[src/rtl/muldiv_unit.sv]
// muldiv_unit: iterative multiply/divide unit with architectural HI/LO registers.
// One result bit is produced per cycle. A single 2*WIDTH shift register holds
// the multiply accumulator or the divide remainder/quotient pair. A final FIX
// cycle applies the sign corrections before anything reaches hi/lo.

module muldiv_unit #(
    parameter int WIDTH = 32
) (
    input  logic             clock,
    input  logic             reset_n,
    input  logic             start,
    input  logic [2:0]       md_op,
    input  logic [WIDTH-1:0] a,
    input  logic [WIDTH-1:0] b,
    output logic             busy,
    output logic             done,
    output logic             div_by_zero,
    output logic [WIDTH-1:0] hi,
    output logic [WIDTH-1:0] lo
);

    localparam int CW = $clog2(WIDTH + 1);

    typedef enum logic [1:0] {
        IDLE = 2'd0,
        RUN  = 2'd1,
        FIX  = 2'd2
    } state_t;

    state_t               state;
    logic                 is_div;
    logic                 neg_q;
    logic                 neg_r;
    logic                 b_zero;
    logic [WIDTH-1:0]     orig_a;
    logic [WIDTH-1:0]     operand_b;
    logic [2*WIDTH-1:0]   acc;
    logic [CW-1:0]        count;

    // Operand magnitudes and sign information for the accept edge
    logic                 op_signed;
    logic [WIDTH-1:0]     mag_a;
    logic [WIDTH-1:0]     mag_b;

    // One-step datapath values for multiply and divide
    logic [WIDTH:0]       mul_sum;
    logic [2*WIDTH-1:0]   mul_next;
    logic [WIDTH:0]       div_shift;
    logic [WIDTH:0]       div_diff;
    logic                 div_ge;
    logic [2*WIDTH-1:0]   div_next;

    // Sign-corrected results presented at the FIX edge
    logic [2*WIDTH-1:0]   prod_fix;
    logic [WIDTH-1:0]     quot_fix;
    logic [WIDTH-1:0]     rem_fix;

    // Signed ops work on magnitudes; the most-negative value maps onto itself,
    // which reads correctly as 2^(WIDTH-1) once treated as unsigned.
    always_comb begin
        op_signed = ~md_op[2] & ~md_op[0];
        mag_a     = (op_signed && a[WIDTH-1]) ? (~a + 1'b1) : a;
        mag_b     = (op_signed && b[WIDTH-1]) ? (~b + 1'b1) : b;
    end

    // Single iteration of shift-add multiply and restoring divide.
    // Multiply: upper half accumulates, lower half holds the multiplier and
    // shifts out LSB-first. Divide: upper half is the remainder, lower half
    // shifts dividend bits out MSB-first and quotient bits in at the bottom.
    // Because remainder < divisor, the trial difference's top bit is exactly
    // the borrow, so it doubles as the "remainder >= divisor" test.
    always_comb begin
        mul_sum   = {1'b0, acc[2*WIDTH-1:WIDTH]}
                  + (acc[0] ? {1'b0, operand_b} : {(WIDTH+1){1'b0}});
        mul_next  = {mul_sum, acc[WIDTH-1:1]};
        div_shift = {acc[2*WIDTH-1:WIDTH], acc[WIDTH-1]};
        div_diff  = div_shift - {1'b0, operand_b};
        div_ge    = ~div_diff[WIDTH];
        div_next  = {(div_ge ? div_diff[WIDTH-1:0] : div_shift[WIDTH-1:0]),
                     acc[WIDTH-2:0], div_ge};
    end

    // Final sign fix-up of product, quotient and remainder
    always_comb begin
        prod_fix = neg_q ? (~acc + 1'b1) : acc;
        quot_fix = neg_q ? (~acc[WIDTH-1:0] + 1'b1) : acc[WIDTH-1:0];
        rem_fix  = neg_r ? (~acc[2*WIDTH-1:WIDTH] + 1'b1) : acc[2*WIDTH-1:WIDTH];
    end

    // Control FSM with registered outputs; hi/lo only change at MTHI/MTLO
    // accept or at the FIX edge so intermediate iterations are never visible.
    always_ff @(posedge clock or negedge reset_n) begin
        if (!reset_n) begin
            state       <= IDLE;
            busy        <= 1'b0;
            done        <= 1'b0;
            div_by_zero <= 1'b0;
            hi          <= '0;
            lo          <= '0;
            is_div      <= 1'b0;
            neg_q       <= 1'b0;
            neg_r       <= 1'b0;
            b_zero      <= 1'b0;
            orig_a      <= '0;
            operand_b   <= '0;
            acc         <= '0;
            count       <= '0;
        end else begin
            done <= 1'b0;
            case (state)
                IDLE: begin
                    if (start) begin
                        case (md_op)
                            3'b100: begin
                                hi          <= a;
                                done        <= 1'b1;
                                div_by_zero <= 1'b0;
                            end
                            3'b101: begin
                                lo          <= a;
                                done        <= 1'b1;
                                div_by_zero <= 1'b0;
                            end
                            3'b000, 3'b001, 3'b010, 3'b011: begin
                                is_div    <= md_op[1];
                                neg_q     <= op_signed & (a[WIDTH-1] ^ b[WIDTH-1]);
                                neg_r     <= op_signed & a[WIDTH-1];
                                b_zero    <= (b == '0);
                                orig_a    <= a;
                                operand_b <= mag_b;
                                acc       <= {{WIDTH{1'b0}}, mag_a};
                                count     <= CW'(WIDTH);
                                busy      <= 1'b1;
                                state     <= RUN;
                            end
                            default: begin
                                state <= IDLE;
                            end
                        endcase
                    end
                end
                RUN: begin
                    acc   <= is_div ? div_next : mul_next;
                    count <= count - 1'b1;
                    if (count == CW'(1)) begin
                        state <= FIX;
                    end
                end
                FIX: begin
                    if (is_div) begin
                        if (b_zero) begin
                            hi          <= orig_a;
                            lo          <= '1;
                            div_by_zero <= 1'b1;
                        end else begin
                            hi          <= rem_fix;
                            lo          <= quot_fix;
                            div_by_zero <= 1'b0;
                        end
                    end else begin
                        hi          <= prod_fix[2*WIDTH-1:WIDTH];
                        lo          <= prod_fix[WIDTH-1:0];
                        div_by_zero <= 1'b0;
                    end
                    done  <= 1'b1;
                    busy  <= 1'b0;
                    state <= IDLE;
                end
                default: begin
                    state <= IDLE;
                    busy  <= 1'b0;
                end
            endcase
        end
    end

endmodule

[config.mk]
export PLATFORM = sky130hd
export DESIGN_NAME = muldiv_unit
export DESIGN_NICKNAME = d
export VERILOG_FILES = /design/src/rtl/muldiv_unit.sv
export SDC_FILE = /design/constraint.sdc
export NUM_CORES = 1
export LEC_CHECK = 0
export CAP_MARGIN = 5
export CORE_MARGIN = 3
export CORE_UTILIZATION = 61
export CTS_BUF_LIST = sky130_fd_sc_hd__clkbuf_8
export DETAILED_ROUTE_END_ITERATION = 12
export PLACE_DENSITY = 0.88
export SETUP_SLACK_MARGIN = 0.4
export SYNTH_ARGS = -nofsm -noshare
export SYNTH_HDL_FRONTEND = slang
export SYNTH_SLANG_ARGS = --single-unit
export TNS_END_PERCENT = 1
[constraint.sdc]
create_clock -name clock -period 4 [get_ports clock]
set_input_delay 0.6 -clock clock [delete_from_list [all_inputs] [get_ports clock]]
set_output_delay 0.6 -clock clock [all_outputs]
set_load 0.05 [all_outputs]
==> run_results.csv, run 1 <==
group,metric,value,unit
run_status,outcome,"completed",
yosys,post_synth.cell_area_avg,7.74,sq um
floorplanning,die_footprint,29200,sq um
yosys,mappedNetlistArea,16600,sq um
pwr,max-vdd-ir-drop,510,uV
finish,antennaDiodeCount,0,
floorplanning,start_util,0.629,
setup_path,reg2reg_setup_slack,490,ps
finish,final_common_cell,"sky130_fd_sc_hd__nand2_1",
drt,drtAntennaViolNets,0,
hold_path,worstHoldPathType,"input port to async pin",
yosys,synth.distinct_cells,76,
drt,drt_iter0_markers,1872,
setup_path,critical-path-slowest-cell,"sky130_fd_sc_hd__dfrtp_2",
pwr,leak_pwr,8.35,nW
place,place_congestion,1.02,
yosys,compound_gate_fraction_of_synth_area,0.261,
finish,layout-drive-gt1-share,0.0755,
finish,multi_input_area,10700,sq um
clock_tree,htree_num_levels,2,
setup_path,critical_path.cell_chain,"inv_2 -> ha_1 -> fa_1 -> nor2b_2 -> o31ai_2 -> a21o_1 -> a211oi_2 -> buf_4 -> o21ai_2 -> nor4b_4 -> nor3_4 -> buf_4 -> buf_12 -> mux2i_1 -> a221o_1",
floorplanning,io_pins,137,
timing,min_period_over_period,0.877,
yosys,synth_top_cell_by_area,"sky130_fd_sc_hd__dfrtp_1",
timing,fmax,285,MHz
setup_path,ff2ff_path_depth,15,
global_routing,globalRouteTotalUtil,0.346,
finish,fin_cells,2601,
place,dpl.hpwl,38100,microns
drt,firstDrtPassIters,7,
setup_path,reg2reg_to,"acc[33]",
setup_path,cp-startpoint,"acc[31]",
floorplanning,coreArea,26400,sq um
global_routing,grt_antenna_before_repair,0,
clock_tree,worst_skew_pair.late_latency,550,ps
floorplanning,die_height,171,microns
yosys,share_of_cell_area_taken_by_muxes_after_synthesis,0.0383,
yosys,ys_seq_elements,207,
setup_path,critical_path.most_common_cell,"sky130_fd_sc_hd__buf_4",
finish,area_growth_syn_to_layout,16.4,%
place,place.detailed.instances,2528,
clock_tree,cts.path.max_buffers,3,
setup_path,cp_top_family,"compound AO/OA/AOI/OAI gates",
drt,viasPerCell,6.54,
timing,fin_setup_tns,0,ps
place,port-buffer-count,136,
clock_tree,cts_hold_buffers,0,
pwr,power_per_cell_area,989,nW/um^2
global_routing,vias_in_the_first_global_route,16100,
floorplanning,rows,59,
yosys,post_synth_main_area_contributors,"sky130_fd_sc_hd__dfrtp_1 (31%), sky130_fd_sc_hd__nand2_1 (8.1%), sky130_fd_sc_hd__o21ai_0 (7.9%), sky130_fd_sc_hd__xnor2_1 (5.5%), sky130_fd_sc_hd__ha_1 (5.3%)",
floorplanning,die-width,171,microns
timing,period_minus_slack,3510,ps
global_routing,overflow,0,
global_routing,global_route_wire_length_before_repair,82600,microns
clock_tree,cts_buffers,37,
finish,seq_area,5180,sq um
yosys,synth.yosys.seq_area_share,0.313,
setup_path,cell_count_along_the_critical_path,15,
clock_tree,clk_transition_reported_paths,60,ps
yosys,synthesis.nets,2282,
yosys,synthFlopType,"sky130_fd_sc_hd__dfrtp_1",
place,pre_cts_ws,271,ps
drt,dr_total_vias,17000,
drt,detail_route.wl_per_cell,19.9,microns
setup_path,worstSetupStartpointType,"register",
setup_path,reg2reg_from,"acc[31]",
clock_tree,clkSinkCount,207,
global_routing,grt_start_max_net_pins,99,
timing,timing.final.ws_setup,492,ps
finish,final_area,19300,sq um
drt,finalWirelength,51700,microns
yosys,number_of_enable_type_register_cells_in_the_synthesized_netlist,0,
yosys,synth_xor_xnor_area_share,0.0846,
timing,final-hold-violation-count,0,
setup_path,crit_type,"register to register",
yosys,synthSimpleGateAreaFrac,0.200,
timing,finalMaxSlewViolations,0,
setup_path,cp.required,4410,ps
yosys,post_synth_fa_ha_maj_area_fraction,0.0553,
place,postPlaceCellArea,18300,sq um
yosys,yosys_warnings,0,
timing,timing_worst_slew_pin_value,910,ps
yosys,synthCells,2140,
drt,drt_drc_violations_left,0,
setup_path,largest_fanout_on_the_critical_path,7,
timing,setup_viol_count_final,0,
flow_run,timing.max_cap.violations,0,
finish,fill_cells,2044,
clock_tree,tritoncts,"yes",
clock_tree,clock-root-buffer,"sky130_fd_sc_hd__clkbuf_8",
setup_path,timing.critical_path.to,"acc[33]",
setup_path,cp_num_buf_inv,4,
setup_path,critPathMaxStageDelay,450,ps
setup_path,cp_data_arrival_time,3920,ps
yosys,synth-async-reset-ratio,1.00,
timing,worst_slew_margin_rel,0.393,
finish,design.final.nets,2380,
timing,clock-skew-final,21.2,ps
yosys,synth_top_family_by_area,"compound AO/OA/AOI/OAI gates",
setup_path,crit_path_end_kind,"register",
yosys,netlist.area_leader.share,0.313,
timing,grt_setup_unrepaired,"yes",
finish,final_cell_mix,"sky130_fd_sc_hd__nand2_1 (357), sky130_fd_sc_hd__o21ai_0 (262), sky130_fd_sc_hd__dfrtp_1 (205), sky130_fd_sc_hd__nor2_1 (150), sky130_fd_sc_hd__clkdlybuf4s50_1 (135)",
power breakdown:
group,switching [W],internal [W],leakage (nW)
clock network,0.000924,0.00117,0.457
registers,0.00121,0.00316,2.55
logic,0.00757,0.00504,5.34
flip-flops by register name, summed over array words and instances (netlist names), 2 cells and up:
register   count
state          2
operand_b     32
lo            32
count          6
acc           64
hi            32
orig_a        32
cell type report:
cell class                      count  share of cell area
Sequential cell                   207               0.269
Inverter                           59              0.0117
Tap cell                          335              0.0217
Clock inverter                     21             0.00759
Multi-Input combinational cell   1725               0.555
Clock buffer                       46              0.0328
Timing Repair Buffer              208               0.102
stage by stage:
stage	hold slack, ps	total power (W)	util
after floorplan	304	0.0127	-
after global placement	456	0.0158	0.696
after detailed placement	462	0.0162	0.696
after CTS	183	0.0186	0.728
after global routing	196	0.0204	0.732
final	135	0.0191	0.732
cells by family (layout without fill, tap and decap cells):
logic type,after synthesis,count (layout)
flops,207,207
simple gates,732,732
buf+inv,208,334
xor+xnor,160,160
fa+ha+maj,72,72
mux,63,63
compound gates,698,698
worst min path at each step:
stage,cells after the start,end,from
floorplan,0,acc[0],reset_n
global placement,2,orig_a[11],orig_a[11]
detailed placement,2,orig_a[11],orig_a[11]
CTS,1,lo[3],reset_n
global route,1,lo[3],reset_n
finish,1,lo[3],reset_n
repair_timing:
action | 4_1_cts | 5_1_grt
setup endpoints to repair | 24 | 39
hold endpoints to repair | 0 | 0
pin swaps | 2 | 2
setup buffers | 1 | 3
gates resized for setup | 6 | 14
gates cloned | 1 | 1
cells in the mapped netlist, drive strengths merged, types with 6 or more instances:
master  count
nand2     357
nor4       17
o41ai      13
nand3      33
a22oi      26
nand4      11
ha         70
o21ai     269
o21a       13
dfrtp     207
or4        12
xnor2     104
or3        24
o211ai     17
o221ai     11
nor2b      17
inv        58
and2       16
mux2i      60
a21o       41
o22ai      44
or2         7
a31oi      15
and3        9
xor2       56
nor2      152
a21oi     131
buf        21
o31a        6
o31ai      36
nor3       38
a211oi     18
o311ai      8
clkbuf    128
nand2b     19
worst reg2reg max path, stage by stage (launching register included):
cell and delay (ps):
sky130_fd_sc_hd__dfrtp_2 450, sky130_fd_sc_hd__inv_2 130, sky130_fd_sc_hd__ha_1 220, sky130_fd_sc_hd__fa_1 250, sky130_fd_sc_hd__nor2b_2 80, sky130_fd_sc_hd__o31ai_2 230, sky130_fd_sc_hd__a21o_1 270, sky130_fd_sc_hd__a211oi_2 100
sky130_fd_sc_hd__buf_4 170, sky130_fd_sc_hd__o21ai_2 220, sky130_fd_sc_hd__nor4b_4 400, sky130_fd_sc_hd__nor3_4 110, sky130_fd_sc_hd__buf_4 160, sky130_fd_sc_hd__buf_12 140, sky130_fd_sc_hd__mux2i_1 120, sky130_fd_sc_hd__a221o_1 330
routing by layer:
metal	wire (microns)	vias up	global-route usage
li1	-	7865	-
met3	4740	195	0.0568
met2	24000	1016	0.572
met1	20700	7945	0.454
met4	2240	0	0.140
met5	0	-	0
Note: power is estimated with default switching activity, not from simulation.
==> run 2, diff against run 1 <==
--- a/config.mk
+++ b/config.mk
@@ -5,8 +5,9 @@
 export SDC_FILE = /design/constraint.sdc
 export NUM_CORES = 1
 export LEC_CHECK = 0
+export ABC_CLOCK_PERIOD_IN_PS = 4000
 export CAP_MARGIN = 5
-export CORE_MARGIN = 3
+export CORE_MARGIN = 2
 export CORE_UTILIZATION = 61
 export CTS_BUF_LIST = sky130_fd_sc_hd__clkbuf_8
 export DETAILED_ROUTE_END_ITERATION = 12
==> run 2 against run 1 <==
Non-clock buffer count shrank 1; combinational power hardly changed; clock-buffer cell count fell by 1; critical path type unchanged; largest cell class unchanged; highest routed layer unchanged.
==> run_results.csv, run 2 (synthesis results as in run 1) <==
group,metric,value,unit
finish,final_common_cell,"sky130_fd_sc_hd__nand2_1",
clock_tree,cts_buffers,36,
timing,period_minus_slack,3560,ps
drt,drtAntennaViolNets,0,
floorplanning,die-width,169,microns
global_routing,global_route_wire_length_before_repair,83200,microns
flow_run,timing.max_cap.violations,0,
finish,design.final.nets,2378,
run_status,outcome,"completed",
floorplanning,die_footprint,28500,sq um
setup_path,ff2ff_path_depth,14,
timing,finalMaxSlewViolations,0,
timing,worst_slew_margin_rel,0.440,
place,postPlaceCellArea,18400,sq um
clock_tree,clock-root-buffer,"sky130_fd_sc_hd__clkbuf_8",
finish,area_growth_syn_to_layout,15.9,%
floorplanning,die_height,169,microns
pwr,post-layout-total-power,0.0187,W
timing,clock-skew-final,18.7,ps
pwr,power_per_cell_area,975,nW/um^2
clock_tree,cts_hold_buffers,0,
setup_path,largest_fanout_on_the_critical_path,15,
timing,fmax,281,MHz
clock_tree,clkSinkCount,207,
global_routing,grt_antenna_before_repair,0,
global_routing,vias_in_the_first_global_route,16200,
drt,detail_route.wl_per_cell,19.7,microns
floorplanning,rows,60,
setup_path,reg2reg_to,"acc[32]",
clock_tree,tritoncts,"yes",
setup_path,cp.required,4450,ps
global_routing,grt_start_max_net_pins,107,
finish,largest_register_ffs,64,
drt,firstDrtPassIters,7,
timing,setup_viol_count_final,0,
setup_path,reg2reg_setup_slack,440,ps
clock_tree,worst_skew_pair.late_latency,540,ps
drt,finalWirelength,51200,microns
setup_path,reg2reg_from,"acc[31]",
pwr,max-vdd-ir-drop,415,uV
floorplanning,io_pins,137,
place,place_congestion,0.987,
timing,fin_setup_tns,0,ps
finish,final_area,19200,sq um
finish,final_cell_mix,"sky130_fd_sc_hd__nand2_1 (357), sky130_fd_sc_hd__o21ai_0 (262), sky130_fd_sc_hd__dfrtp_1 (204), sky130_fd_sc_hd__nor2_1 (150), sky130_fd_sc_hd__clkdlybuf4s50_1 (135)",
timing,final-hold-violation-count,0,
setup_path,crit_type,"register to register",
drt,dr_total_vias,16900,
drt,viasPerCell,6.49,
floorplanning,start_util,0.618,
place,dpl.hpwl,37700,microns
finish,regMostFlops,"acc",
setup_path,crit_path_end_kind,"register",
pwr,leak_pwr,8.29,nW
finish,antennaDiodeCount,0,
setup_path,worstSetupStartpointType,"register",
hold_path,worstHoldPathType,"input port to async pin",
clock_tree,htree_num_levels,2,
global_routing,overflow,0,
setup_path,cp_data_arrival_time,4010,ps
timing,grt_setup_unrepaired,"yes",
timing,min_period_over_period,0.890,
timing,timing_worst_slew_pin_value,841,ps
clock_tree,cts.path.max_buffers,3,
drt,drt_iter0_markers,1908,
finish,layout-drive-gt1-share,0.0743,
global_routing,globalRouteTotalUtil,0.359,
floorplanning,coreArea,26800,sq um
place,port-buffer-count,136,
clock_tree,clk_transition_reported_paths,70,ps
drt,drt_drc_violations_left,0,
## run 2: worst max-delay path by stage
stage,from,to,slack [ps],depth (start not counted)
global placement,a[7],acc[27],390,10
CTS,acc[31],acc[36],370,15
floorplan,acc[0],acc[58],660,14
detailed placement,acc[0],acc[63],310,13
global route,acc[31],acc[32],280,14
finish,acc[31],acc[32],440,14
## run 2: metrics by stage
stage / setup slack [ps] / std cells / hold slack (ps) / util
2_1_floorplan: 656 / 2140 / 304 / -
3_3_place_gp: 391 / 2538 / 452 / 0.686
3_5_place_dp: 308 / 2538 / 463 / 0.686
4_1_cts: 366 / 2600 / 190 / 0.714
5_1_grt: 280 / 2601 / 251 / 0.716
6_report: 441 / 2601 / 180 / 0.716
## run 2: report_power, final
part	total [W]	switching (W)	leakage, nW	internal (W)
sequential	0.00436	0.00120	2.55	0.00316
clock	0.00200	0.000923	0.409	0.00108
combinational	0.0124	0.00746	5.33	0.00489
total	0.0187	0.00959	8.29	0.00913
## run 2: final cells by class
type / count / area [sq um]
clock inverters: 17 / 105
repair buffers: 207 / 1940
multi-input cells: 1725 / 10700
clock buffers: 45 / 619
inverters: 59 / 221
well taps: 341 / 427
fillers: 2090 / 7610
flip-flops and latches: 207 / 5180
## run 2: repair_timing
item | CTS | global route
setup buffers | 0 | 1
resized for setup | 3 | 16
pin swaps | 0 | 2
setup endpoints to repair | 21 | 34
## run 2: metal layers
layer / vias to the layer above / GRT usage / routed length [microns]
li1: 7850 / - / -
met1: 7920 / 0.467 / 20500
met2: 928 / 0.594 / 23800
met3: 172 / 0.0524 / 4620
met4: 0 / 0.164 / 2170
met5: - / 0 / 0
## run 2: worst max-delay path, stage by stage (launching register included)
cell                       delay [ps]
sky130_fd_sc_hd__dfrtp_2          420
sky130_fd_sc_hd__inv_1            160
sky130_fd_sc_hd__ha_1             260
sky130_fd_sc_hd__fa_1             440
sky130_fd_sc_hd__nor2b_2          190
sky130_fd_sc_hd__o31ai_2           90
sky130_fd_sc_hd__a21o_1           240
sky130_fd_sc_hd__a211oi_1         210
sky130_fd_sc_hd__buf_4            190
sky130_fd_sc_hd__o21ai_2          100
sky130_fd_sc_hd__nor4b_4          180
sky130_fd_sc_hd__nor3_2           280
sky130_fd_sc_hd__buf_12           200
sky130_fd_sc_hd__mux2_1           340
sky130_fd_sc_hd__o221ai_1         150
==> run 3, diff against run 2 <==
--- a/config.mk
+++ b/config.mk
@@ -6,7 +6,7 @@
 export NUM_CORES = 1
 export LEC_CHECK = 0
 export ABC_CLOCK_PERIOD_IN_PS = 4000
-export CAP_MARGIN = 5
+export CAP_MARGIN = 20
 export CORE_MARGIN = 2
 export CORE_UTILIZATION = 61
 export CTS_BUF_LIST = sky130_fd_sc_hd__clkbuf_8
==> constraint.sdc (replaced) <==
create_clock -name clock -period 4 [get_ports clock]
set_input_delay 0.6 -clock clock [delete_from_list [all_inputs] [get_ports clock]]
set_output_delay 0.6 -clock clock [all_outputs]
set_load 0.02 [all_outputs]
==> run 3 against run 2 <==
Combinational power fell by 6%; global-route usage is the same; clock skew grew 1.1 ps; hold slack improved by 2.8 ps; critical path depth stayed put; sequential power about the same; register-to-register slack about the same; via count barely moved; routed wire length increased by 0.13%; highest routed layer unchanged.
==> run_results.csv, run 3 (synthesis results as in run 1) <==
group,metric,value,unit
pwr,switching_share,0.492,
setup_path,crit_type,"register to register",
global_routing,global_route_wire_length_before_repair,83200,microns
finish,largest_register_ffs,64,
timing,setup_viol_count_final,0,
drt,drtAntennaViolNets,0,
global_routing,overflow,0,
clock_tree,worst_skew_pair.late_latency,540,ps
finish,regMostFlops,"acc",
finish,layout-drive-gt1-share,0.0735,
setup_path,cp_data_arrival_time,4000,ps
pwr,clock_power_share,0.111,
floorplanning,rows,60,
clock_tree,cts_buffers,36,
floorplanning,die_footprint,28500,sq um
run_status,outcome,"completed",
finish,final_core_util,0.716,
timing,worst_slew_margin_rel,0.438,
floorplanning,die_height,169,microns
pwr,p_seq_frac,0.243,
finish,area_growth_syn_to_layout,15.8,%
pwr,leak_pwr,8.29,nW
timing,timing.final.ws_setup,444,ps
clock_tree,clk_transition_reported_paths,70,ps
global_routing,vias_in_the_first_global_route,16200,
finish,fin_cells,2601,
clock_tree,cts.path.max_buffers,3,
global_routing,grt_start_max_net_pins,107,
timing,finalMaxSlewViolations,0,
clock_tree,cts_hold_buffers,0,
timing,final-hold-violation-count,0,
drt,detail_route.wl_per_cell,19.7,microns
drt,drt_iter0_markers,2034,
timing,clock-skew-final,19.8,ps
clock_tree,htree_num_levels,2,
timing,min_period_over_period,0.889,
global_routing,globalRouteTotalUtil,0.359,
pwr,power_per_cell_area,936,nW/um^2
place,place_congestion,0.987,
timing,fmax,281,MHz
clock_tree,clkSinkCount,207,
drt,drt_drc_violations_left,0,
finish,antennaDiodeCount,0,
timing,timing_worst_slew_pin_value,843,ps
drt,firstDrtPassIters,6,
drt,finalWirelength,51200,microns
finish,design.final.nets,2378,
pwr,max-vdd-ir-drop,415,uV
clock_tree,clock-root-buffer,"sky130_fd_sc_hd__clkbuf_8",
timing,grt_setup_unrepaired,"yes",
place,port-buffer-count,136,
floorplanning,io_pins,137,
finish,final_cell_mix,"sky130_fd_sc_hd__nand2_1 (357), sky130_fd_sc_hd__o21ai_0 (262), sky130_fd_sc_hd__dfrtp_1 (204), sky130_fd_sc_hd__nor2_1 (150), sky130_fd_sc_hd__clkdlybuf4s50_1 (135)",
pwr,combPwrFrac,0.646,
setup_path,cp.required,4440,ps
hold_path,worstHoldPathType,"input port to async pin",
place,place.detailed.instances,2538,
flow_run,timing.max_cap.violations,0,
finish,final_common_cell,"sky130_fd_sc_hd__nand2_1",
setup_path,worstSetupStartpointType,"register",
clock_tree,tritoncts,"yes",
floorplanning,start_util,0.618,
drt,viasPerCell,6.48,
finish,fill_cells,2096,
setup_path,largest_fanout_on_the_critical_path,15,
place,pre_cts_ws,308,ps
place,dpl.hpwl,37700,microns
floorplanning,coreArea,26800,sq um
timing,fin_setup_tns,0,ps
global_routing,grt_antenna_before_repair,0,
pwr,internal-power,0.00912,W
setup_path,crit_path_end_kind,"register",
drt,dr_total_vias,16900,
floorplanning,die-width,169,microns
timing,period_minus_slack,3560,ps
pwr,power_switching,0.00884,W
## run 3: repair_timing
action	in CTS	in global routing
setup endpoints to repair	21	34
setup buffers	0	0
resized for setup	3	12
gates cloned	0	0
pin swaps	0	1
## run 3: area by class of cell
class                           instances  area, sq um  area share
Clock buffer                           45          619      0.0323
Clock inverter                         17          105     0.00548
Inverter                               59          221      0.0115
Multi-Input combinational cell       1725        10700       0.557
Sequential cell                       207         5180       0.270
Tap cell                              341          427      0.0222
Timing Repair Buffer                  207         1940       0.101
## run 3: worst max-delay path, stage by stage, from the launching register on
cell and delay (ps):
sky130_fd_sc_hd__dfrtp_2 450, sky130_fd_sc_hd__inv_1 230, sky130_fd_sc_hd__ha_1 260, sky130_fd_sc_hd__fa_1 250, sky130_fd_sc_hd__nor2b_1 90, sky130_fd_sc_hd__o31ai_1 300, sky130_fd_sc_hd__a21o_1 260, sky130_fd_sc_hd__a211oi_1 100
sky130_fd_sc_hd__buf_4 170, sky130_fd_sc_hd__o21ai_2 200, sky130_fd_sc_hd__a21oi_1 160, sky130_fd_sc_hd__nor3_2 280, sky130_fd_sc_hd__buf_12 200, sky130_fd_sc_hd__mux2_1 340, sky130_fd_sc_hd__o221ai_1 150
## run 3: metal layers
metal	vias up	share of wire	routed length, microns	global-route usage
met5	-	0	0	0
met4	0	0.041	2120	0.164
met3	169	0.098	5000	0.0524
met2	985	0.47	23900	0.594
met1	7852	0.40	20200	0.467
li1	7849	-	-	-
## run 3: power by group through the flow
stage                     clock network (W)  registers [W]  logic, W
after floorplan                           0        0.00422   0.00781
after global placement                    0        0.00428    0.0109
after detailed placement                  0        0.00432    0.0113
after CTS                           0.00202        0.00431    0.0114
after global routing                0.00210        0.00449    0.0127
final                               0.00200        0.00436    0.0116
## run 3: worst paths after layout
kind / start / end / slack, ps / cells after the start
min reg2reg: lo[30] / lo[30] / 470 / 2
min in group clock: lo[30] / lo[30] / 470 / 2
min: reset_n / lo[6] / 180 / 1
max: acc[31] / acc[32] / 440 / 14
max reg2reg: acc[31] / acc[32] / 440 / 14
max in group asynchronous: reset_n / operand_b[28] / 2850 / 2
## run 3: per-stage QoR
stage | instance area [sq um] | hold WS [ps] | power (W)
after CTS | 19100 | 190 | 0.0177
after global routing | 19200 | 251 | 0.0193
after global placement | 18400 | 452 | 0.0152
after floorplan | 16600 | 304 | 0.0120
after detailed placement | 18400 | 463 | 0.0156
final | 19200 | 183 | 0.0180
